### config.mk
export PLATFORM = sky130hd
export DESIGN_NAME = data_memory_bank_flat
export DESIGN_NICKNAME = d
export VERILOG_FILES = /design/src/rtl/data_memory_bank_if.sv /design/src/rtl/data_memory_bank.sv /design/src/flat_wrapper.sv
export SDC_FILE = /design/constraint.sdc
export NUM_CORES = 2
export LEC_CHECK = 0
export ABC_CLOCK_PERIOD_IN_PS = 55900
export CORE_ASPECT_RATIO = 0.75
export CORE_MARGIN = 5
export CORE_UTILIZATION = 45
export DETAILED_ROUTE_END_ITERATION = 16
export PLACE_DENSITY = 0.7
export SLEW_MARGIN = 20
export SYNTH_ARGS = -nofsm -noshare
export SYNTH_HDL_FRONTEND = slang
export SYNTH_SLANG_ARGS = --single-unit
### constraint.sdc
create_clock -name clk -period 55.9 [get_ports clk]
set_input_delay 11.18 -clock clk [delete_from_list [all_inputs] [get_ports clk]]
set_output_delay 11.18 -clock clk [all_outputs]
set_load 0.02 [all_outputs]
### src/rtl/data_memory_bank_if.sv
// Bus bundle for data_memory_bank: CPU load/store port plus the debug dump stream.
// master = pipeline/debug side, slave = the memory bank.
interface data_memory_bank_if #(
   parameter int DATA_W = 32,
   parameter int DEPTH  = 32,
   parameter int ADDR_W = 32
);
   localparam int IDX_W = $clog2(DEPTH);

   logic              mem_read;
   logic              mem_write;
   logic [1:0]        size;
   logic              load_unsigned;
   logic [ADDR_W-1:0] addr;
   logic [DATA_W-1:0] wdata;
   logic [DATA_W-1:0] rdata;
   logic              misalign;
   logic              range_err;
   logic              dbg_start;
   logic              dbg_ready;
   logic              dbg_valid;
   logic [IDX_W-1:0]  dbg_idx;
   logic [DATA_W-1:0] dbg_data;
   logic              dbg_busy;
   logic              dbg_done;

   modport master (
      output mem_read, mem_write, size, load_unsigned, addr, wdata, dbg_start, dbg_ready,
      input  rdata, misalign, range_err, dbg_valid, dbg_idx, dbg_data, dbg_busy, dbg_done
   );

   modport slave (
      input  mem_read, mem_write, size, load_unsigned, addr, wdata, dbg_start, dbg_ready,
      output rdata, misalign, range_err, dbg_valid, dbg_idx, dbg_data, dbg_busy, dbg_done
   );
endinterface

### src/rtl/data_memory_bank.sv
// MEM-stage data memory with byte/half/word access, extension, misalignment flagging and a debug dump engine.
// Optional address range checking is enabled by defining DMEM_RANGE_CHECK_EN.
//
// state | meaning
// IDLE  | waiting for dbg_start
// DUMP  | presenting mem[dbg_idx] on the debug stream
// DONE  | one-cycle dbg_done pulse, then back to IDLE
module data_memory_bank #(
   parameter int DATA_W = 32,
   parameter int DEPTH  = 32,
   parameter int ADDR_W = 32
) (
   input logic                clk,
   input logic                rst,
   data_memory_bank_if.slave  bus
);
   localparam int IDX_W = $clog2(DEPTH);
   localparam logic [IDX_W-1:0] LAST_IDX = IDX_W'(DEPTH - 1);

   typedef enum logic [1:0] {IDLE, DUMP, DONE} state_t;

   state_t            state;
   logic [DATA_W-1:0] mem [DEPTH];
   logic [DATA_W-1:0] rdata_q;
   logic              misalign_q;
   logic              range_err_q;
   logic              dbg_valid_q;
   logic              dbg_busy_q;
   logic              dbg_done_q;
   logic [IDX_W-1:0]  dbg_idx_q;
   logic [DATA_W-1:0] dbg_data_q;

   logic [IDX_W-1:0]  widx;
   logic [1:0]        lane;
   logic [DATA_W-1:0] cur_word;
   logic [DATA_W-1:0] wr_word;
   logic [DATA_W-1:0] load_val;
   logic [7:0]        byte_sel;
   logic [15:0]       half_sel;
   logic              misaligned;
   logic              out_of_range;
   logic              access;
   logic              do_store;
   logic [IDX_W-1:0]  idx_nxt;

   assign widx     = bus.addr[IDX_W+1:2];
   assign lane     = bus.addr[1:0];
   assign cur_word = mem[widx];
   assign byte_sel = cur_word[{lane, 3'b000} +: 8];
   assign half_sel = cur_word[{lane[1], 4'b0000} +: 16];
   assign access   = bus.mem_read | bus.mem_write;
   assign idx_nxt  = dbg_idx_q + IDX_W'(1);

`ifdef DMEM_RANGE_CHECK_EN
   assign out_of_range = |bus.addr[ADDR_W-1:IDX_W+2];
`else
   // Upper address bits are deliberately ignored; the index wraps modulo DEPTH.
   logic unused_upper_addr;
   assign unused_upper_addr = ^bus.addr[ADDR_W-1:IDX_W+2];
   assign out_of_range      = 1'b0;
`endif

   always_comb begin
      case (bus.size)
         2'b00:   misaligned = 1'b0;
         2'b01:   misaligned = bus.addr[0];
         default: misaligned = |bus.addr[1:0];
      endcase
   end

   always_comb begin
      case (bus.size)
         2'b00:   load_val = bus.load_unsigned ? {{(DATA_W-8){1'b0}}, byte_sel}
                                               : {{(DATA_W-8){byte_sel[7]}}, byte_sel};
         2'b01:   load_val = bus.load_unsigned ? {{(DATA_W-16){1'b0}}, half_sel}
                                               : {{(DATA_W-16){half_sel[15]}}, half_sel};
         default: load_val = cur_word;
      endcase
   end

   always_comb begin
      wr_word = cur_word;
      case (bus.size)
         2'b00:   wr_word[{lane, 3'b000} +: 8]      = bus.wdata[7:0];
         2'b01:   wr_word[{lane[1], 4'b0000} +: 16] = bus.wdata[15:0];
         default: wr_word = bus.wdata;
      endcase
   end

   // CPU is halted during a dump, so stores are dropped while busy.
   assign do_store = bus.mem_write & ~misaligned & ~out_of_range & ~dbg_busy_q;

   always_ff @(negedge clk or posedge rst) begin
      if (rst) begin
         for (int i = 0; i < DEPTH; i++) mem[i] <= '0;
      end else if (do_store) begin
         mem[widx] <= wr_word;
      end
   end

   always_ff @(negedge clk or posedge rst) begin
      if (rst) begin
         rdata_q     <= '0;
         misalign_q  <= 1'b0;
         range_err_q <= 1'b0;
      end else begin
         if (bus.mem_read) rdata_q <= (misaligned | out_of_range) ? '0 : load_val;
         misalign_q  <= access & misaligned;
         range_err_q <= access & out_of_range;
      end
   end

   always_ff @(negedge clk or posedge rst) begin
      if (rst) begin
         state       <= IDLE;
         dbg_valid_q <= 1'b0;
         dbg_busy_q  <= 1'b0;
         dbg_done_q  <= 1'b0;
         dbg_idx_q   <= '0;
         dbg_data_q  <= '0;
      end else begin
         case (state)
            IDLE: begin
               dbg_done_q <= 1'b0;
               if (bus.dbg_start) begin
                  state       <= DUMP;
                  dbg_valid_q <= 1'b1;
                  dbg_busy_q  <= 1'b1;
                  dbg_idx_q   <= '0;
                  dbg_data_q  <= mem[0];
               end
            end
            DUMP: begin
               if (bus.dbg_ready) begin
                  if (dbg_idx_q == LAST_IDX) begin
                     state       <= DONE;
                     dbg_valid_q <= 1'b0;
                     dbg_busy_q  <= 1'b0;
                     dbg_done_q  <= 1'b1;
                     dbg_idx_q   <= '0;
                     dbg_data_q  <= '0;
                  end else begin
                     dbg_idx_q  <= idx_nxt;
                     dbg_data_q <= mem[idx_nxt];
                  end
               end
            end
            DONE: begin
               dbg_done_q <= 1'b0;
               state      <= IDLE;
            end
            default: state <= IDLE;
         endcase
      end
   end

   assign bus.rdata     = rdata_q;
   assign bus.misalign  = misalign_q;
   assign bus.range_err = range_err_q;
   assign bus.dbg_valid = dbg_valid_q;
   assign bus.dbg_busy  = dbg_busy_q;
   assign bus.dbg_done  = dbg_done_q;
   assign bus.dbg_idx   = dbg_idx_q;
   assign bus.dbg_data  = dbg_data_q;
endmodule

### src/flat_wrapper.sv
// flat-port wrapper written by rule: the top's interface ports become plain ports
module data_memory_bank_flat 
#(
   parameter int DATA_W = 32,
   parameter int DEPTH  = 32,
   parameter int ADDR_W = 32
)
  (clk, rst, bus_mem_read, bus_mem_write, bus_size, bus_load_unsigned, bus_addr, bus_wdata, bus_dbg_start, bus_dbg_ready, bus_rdata, bus_misalign, bus_range_err, bus_dbg_valid, bus_dbg_idx, bus_dbg_data, bus_dbg_busy, bus_dbg_done);
  data_memory_bank_if #(.DATA_W(DATA_W), .DEPTH(DEPTH), .ADDR_W(ADDR_W)) bus_i ();
  input logic clk;
  input logic rst;
  input wire logic [$bits(bus_i.mem_read)-1:0] bus_mem_read;
  input wire logic [$bits(bus_i.mem_write)-1:0] bus_mem_write;
  input wire logic [$bits(bus_i.size)-1:0] bus_size;
  input wire logic [$bits(bus_i.load_unsigned)-1:0] bus_load_unsigned;
  input wire logic [$bits(bus_i.addr)-1:0] bus_addr;
  input wire logic [$bits(bus_i.wdata)-1:0] bus_wdata;
  input wire logic [$bits(bus_i.dbg_start)-1:0] bus_dbg_start;
  input wire logic [$bits(bus_i.dbg_ready)-1:0] bus_dbg_ready;
  output wire logic [$bits(bus_i.rdata)-1:0] bus_rdata;
  output wire logic [$bits(bus_i.misalign)-1:0] bus_misalign;
  output wire logic [$bits(bus_i.range_err)-1:0] bus_range_err;
  output wire logic [$bits(bus_i.dbg_valid)-1:0] bus_dbg_valid;
  output wire logic [$bits(bus_i.dbg_idx)-1:0] bus_dbg_idx;
  output wire logic [$bits(bus_i.dbg_data)-1:0] bus_dbg_data;
  output wire logic [$bits(bus_i.dbg_busy)-1:0] bus_dbg_busy;
  output wire logic [$bits(bus_i.dbg_done)-1:0] bus_dbg_done;
  assign bus_i.mem_read = bus_mem_read;
  assign bus_i.mem_write = bus_mem_write;
  assign bus_i.size = bus_size;
  assign bus_i.load_unsigned = bus_load_unsigned;
  assign bus_i.addr = bus_addr;
  assign bus_i.wdata = bus_wdata;
  assign bus_i.dbg_start = bus_dbg_start;
  assign bus_i.dbg_ready = bus_dbg_ready;
  assign bus_rdata = bus_i.rdata;
  assign bus_misalign = bus_i.misalign;
  assign bus_range_err = bus_i.range_err;
  assign bus_dbg_valid = bus_i.dbg_valid;
  assign bus_dbg_idx = bus_i.dbg_idx;
  assign bus_dbg_data = bus_i.dbg_data;
  assign bus_dbg_busy = bus_i.dbg_busy;
  assign bus_dbg_done = bus_i.dbg_done;
  data_memory_bank #(.DATA_W(DATA_W), .DEPTH(DEPTH), .ADDR_W(ADDR_W)) u_core (.clk(clk), .rst(rst), .bus(bus_i));
endmodule
==> results.md <==
- Status: finished clean
- Via count: 46200
- Total of max-cap violations: 0
- Num rows: about 110
- Setup Skew: 0.0171 ns
- Clock tree sinks: between 1000 and 1500
- Leakage Power: between 20 and 30 nW
- Mux contribution to synthesized area: roughly 22%
- Pre-antenna DRT Iters: 12
- Post-Syn Area per Cell: 10.5 um2
- Critical Path RT: 28.41 ns
- CTS Hold Buffers Added: 0
- Post-synth top area cell: dfrtn_1
- Hold Startpoint: u_core.bus.dbg_done$_DFFE_NP0P_
- DR WL/cell: 29.6 um
- Worst path bufs/invs: 5
- Number of H-tree levels: 3
- Worst slack, placed: 10.62 ns
- Total negative slack: 0 ns
- Setup violations, final: 0
- Number of buffers created by CTS: around 110
- Netlist Area Pre-Place: 0.0566 mm2
- Resized cells post-CTS: 0
- Worst min path class: flip-flop to flip-flop
- Finished Layout Cells: 6975
- Port Buf Inserts: 120
- GR Overflow Total: 0
- ANT nets after route: 0
- Largest cells by area after synthesis: dfrtn_1, mux4_2, mux2i_1
- Largest family of logic cells by synthesized area: multiplexers
- CP max FO: 106
- Reg2Reg Setup Slack: ~50 ns
- Arr. time, crit path: 17.37 ns
- Clock transition at the registers of the reported paths: 0.05 ns
- Area of the multi-input gates: 0.0272 mm2
- Critical path class: input pin to flip-flop
- Ys async rst share: 100%
- Root Buffer: clkbuf_16
- Slew Limit Fails: 0
- Syn nets: 5483
- Post-synthesis simple-gate area fraction: roughly 9.9%
- Worst path max stage delay: 1.03 ns
- DRT iter0 DRCs: 7269
- Most common cell after layout, fill and taps aside: dfrtn_1
- Crit path from: bus_addr[3]
- Final total power: 2.23 mW
- Critical path's top delay family: buffers and inverters
- Worst slew pin tran: between 1 and 1.5 ns
- Fraction of layout cells with a size suffix above 1: 13.7%
- Total Wirelength: 206000 um
- Final Core Density: 50.4%
- Syn-to-layout area delta: 11.0%
- Endpoint, Worst Hold: u_core.bus.dbg_done$_DFFE_NP0P_
- Chip width: 420 um
- Number of synthesized register bits: 1098
- Vias per cell: 6.62
- Final WS setup: 11.03 ns
- Most frequent cells in the layout: dfrtn_1, a21oi_1, nand2_1
- RR Endpoint: u_core.bus.dbg_data[19]$_DFFE_NP0P_
- Worst r2r path cells: 8
- Cell mode on critical path: buf_4
- Placer's final routability congestion estimate: 0.976
- Post-synth EDFFs: 0
- RSZ-0062 raised after global routing: false
- Post-Place Cells: about 6800
- Xor/xnor share of the synthesized area: 0.0309%
- Compound-Gate Fraction of Synth Area: about 15%
- Full die area: 0.133 mm2
- VDD IR max: 0.0000277 V
- Slowest cell on the critical path: nor4_1
- Ys Warns: 0
- Nets: 5309
- Largest net degree at the start of global routing: between 150 and 200
- Wire length of the first global-routing pass: 302000 um
- Area share of fa/ha/maj cells after synthesis: 0.155%
- Power Dens Cells: 35.5 mW/mm2
- DRC viols: 0
- R2R Path Start: u_core.bus.dbg_idx[0]$_DFFE_NP0P_
- Cells after synthesis: between 5000 and 6000
- Endpoint type of the worst setup path: flip-flop
- Initial Utilization: between 40% and 50%
- GR Util All Layers: slightly above 30%
- Critical path cell sequence: buf_8 -> buf_12 -> buf_4 -> buf_4 -> mux2i_1 -> o22ai_1 -> nor4_1 -> nand2_1 -> a222oi_1 -> buf_4 -> a21oi_1
- Synth cell types: 59
- Vias in the first global route: 43900
- Worst-Skew Late Latency: 0.67 ns
- Core area: 0.125 mm2
- Primary FF master, synth: dfrtn_1
- Die Ht: ~320 um
- TritonCTS clock tree: built
- Clk buf depth: 3
- Final hold vios: 0
- Crit path launch type: input pin
- I/O pin count: 147
- Share of the synthesized area in the top cell type: 48.5%
- Register area: 0.0275 mm2
- Fillcell total: 11000
- DP HPWL: 120000 um
- Max transition margin: 14.2%
- Antenna violations before repair: 5
- Min-Delay Path Depth: 1
- Register area share after synthesis: 48.5%
- Post-CTS Repair Setup Buffers: 0
## per-layer routing
metal  vias to the layer above  routed length [um]  track usage, %
met5                         -                  23               0
met4                         4               13200            16.3
met3                       737               27600            9.80
met2                      3210               87500            44.4
met1                     22900               78000            41.8
li1                      19400                   -               -
## layout make-up
type | count | share of cell area [%]
Clock buffer | 159 | 5.12
Timing Repair Buffer | 269 | 3.85
Sequential cell | 1098 | 43.7
Tap cell | 1653 | 3.29
Inverter | 12 | 0.0776
Antenna cell | 5 | 0.0199
Multi-Input combinational cell | 3743 | 43.3
Clock inverter | 36 | 0.635
## cells in the mapped netlist (3+ instances only)
library cell / count
a211oi_1: 11
o21ai_1: 308
a21oi_1: 595
nor4b_1: 8
buf_2: 162
o221ai_1: 4
nor4_4: 3
a22oi_1: 16
or4b_1: 4
and2_1: 9
o22ai_1: 264
clkbuf_1: 309
nor3b_1: 4
nor3_1: 14
buf_4: 7
inv_1: 10
a222oi_1: 22
mux4_2: 320
o21ai_0: 251
mux2i_1: 547
nor2_1: 562
dfrtn_1: 1098
nor2b_1: 18
nand2b_1: 14
nor4_1: 69
a221oi_1: 10
nand4_1: 9
a21boi_1: 8
a31oi_1: 15
nand3_1: 6
ha_1: 7
buf_1: 63
nand4bb_1: 6
buf_6: 8
nand2_1: 594
and3_1: 3
a2111oi_0: 11
## state kept, by name, summed over array words and instances (netlist names)
signal / flops
u_core.bus.rdata: 32
u_core.bus.misalign: 1
u_core.bus.dbg_data: 32
u_core.bus.dbg_idx: 5
u_core.state: 2
u_core.bus.dbg_done: 1
u_core.mem: 1024
u_core.bus.dbg_valid: 1
## power breakdown
group	internal, mW	total, mW	leakage (nW)	switching (mW)
registers	0.856	0.901	15.1	0.0451
logic	0.241	0.574	10.3	0.333
clock network	0.433	0.760	1.80	0.327
## kinds of logic (layout without fill, tap and decap cells)
logic type	count (synthesis)	count (layout)
multiplexers	867	867
flip-flops	1098	1098
buffers and inverters	562	476
adder cells (fa/ha/maj)	7	7
AO/OA/AOI/OAI	1529	1529
other	1	6
XOR/XNOR	2	2
AND/OR/NAND/NOR	1337	1337
## worst max path at each step
stage                                         end  slack, ns  cells past startpoint
3_3_place_gp          u_core.mem[328]$_DFFE_NP0P_      10.63                     11
3_5_place_dp          u_core.mem[840]$_DFFE_NP0P_      10.62                     11
2_1_floorplan  u_core.bus.dbg_data[0]$_DFFE_NP0P_       2.03                      1
6_report              u_core.mem[808]$_DFFE_NP0P_      11.03                     11
4_1_cts               u_core.mem[840]$_DFFE_NP0P_      11.29                     11
5_1_grt               u_core.mem[840]$_DFFE_NP0P_      11.01                     11
## through the flow
step	hold WS, ns	instance area, um2
floorplan	0.396	56600
global placement	0.433	59100
global route	0.465	62900
detailed placement	0.445	59100
finish	0.438	62900
CTS	0.445	62800
Note: power is estimated with default switching activity, not from simulation.
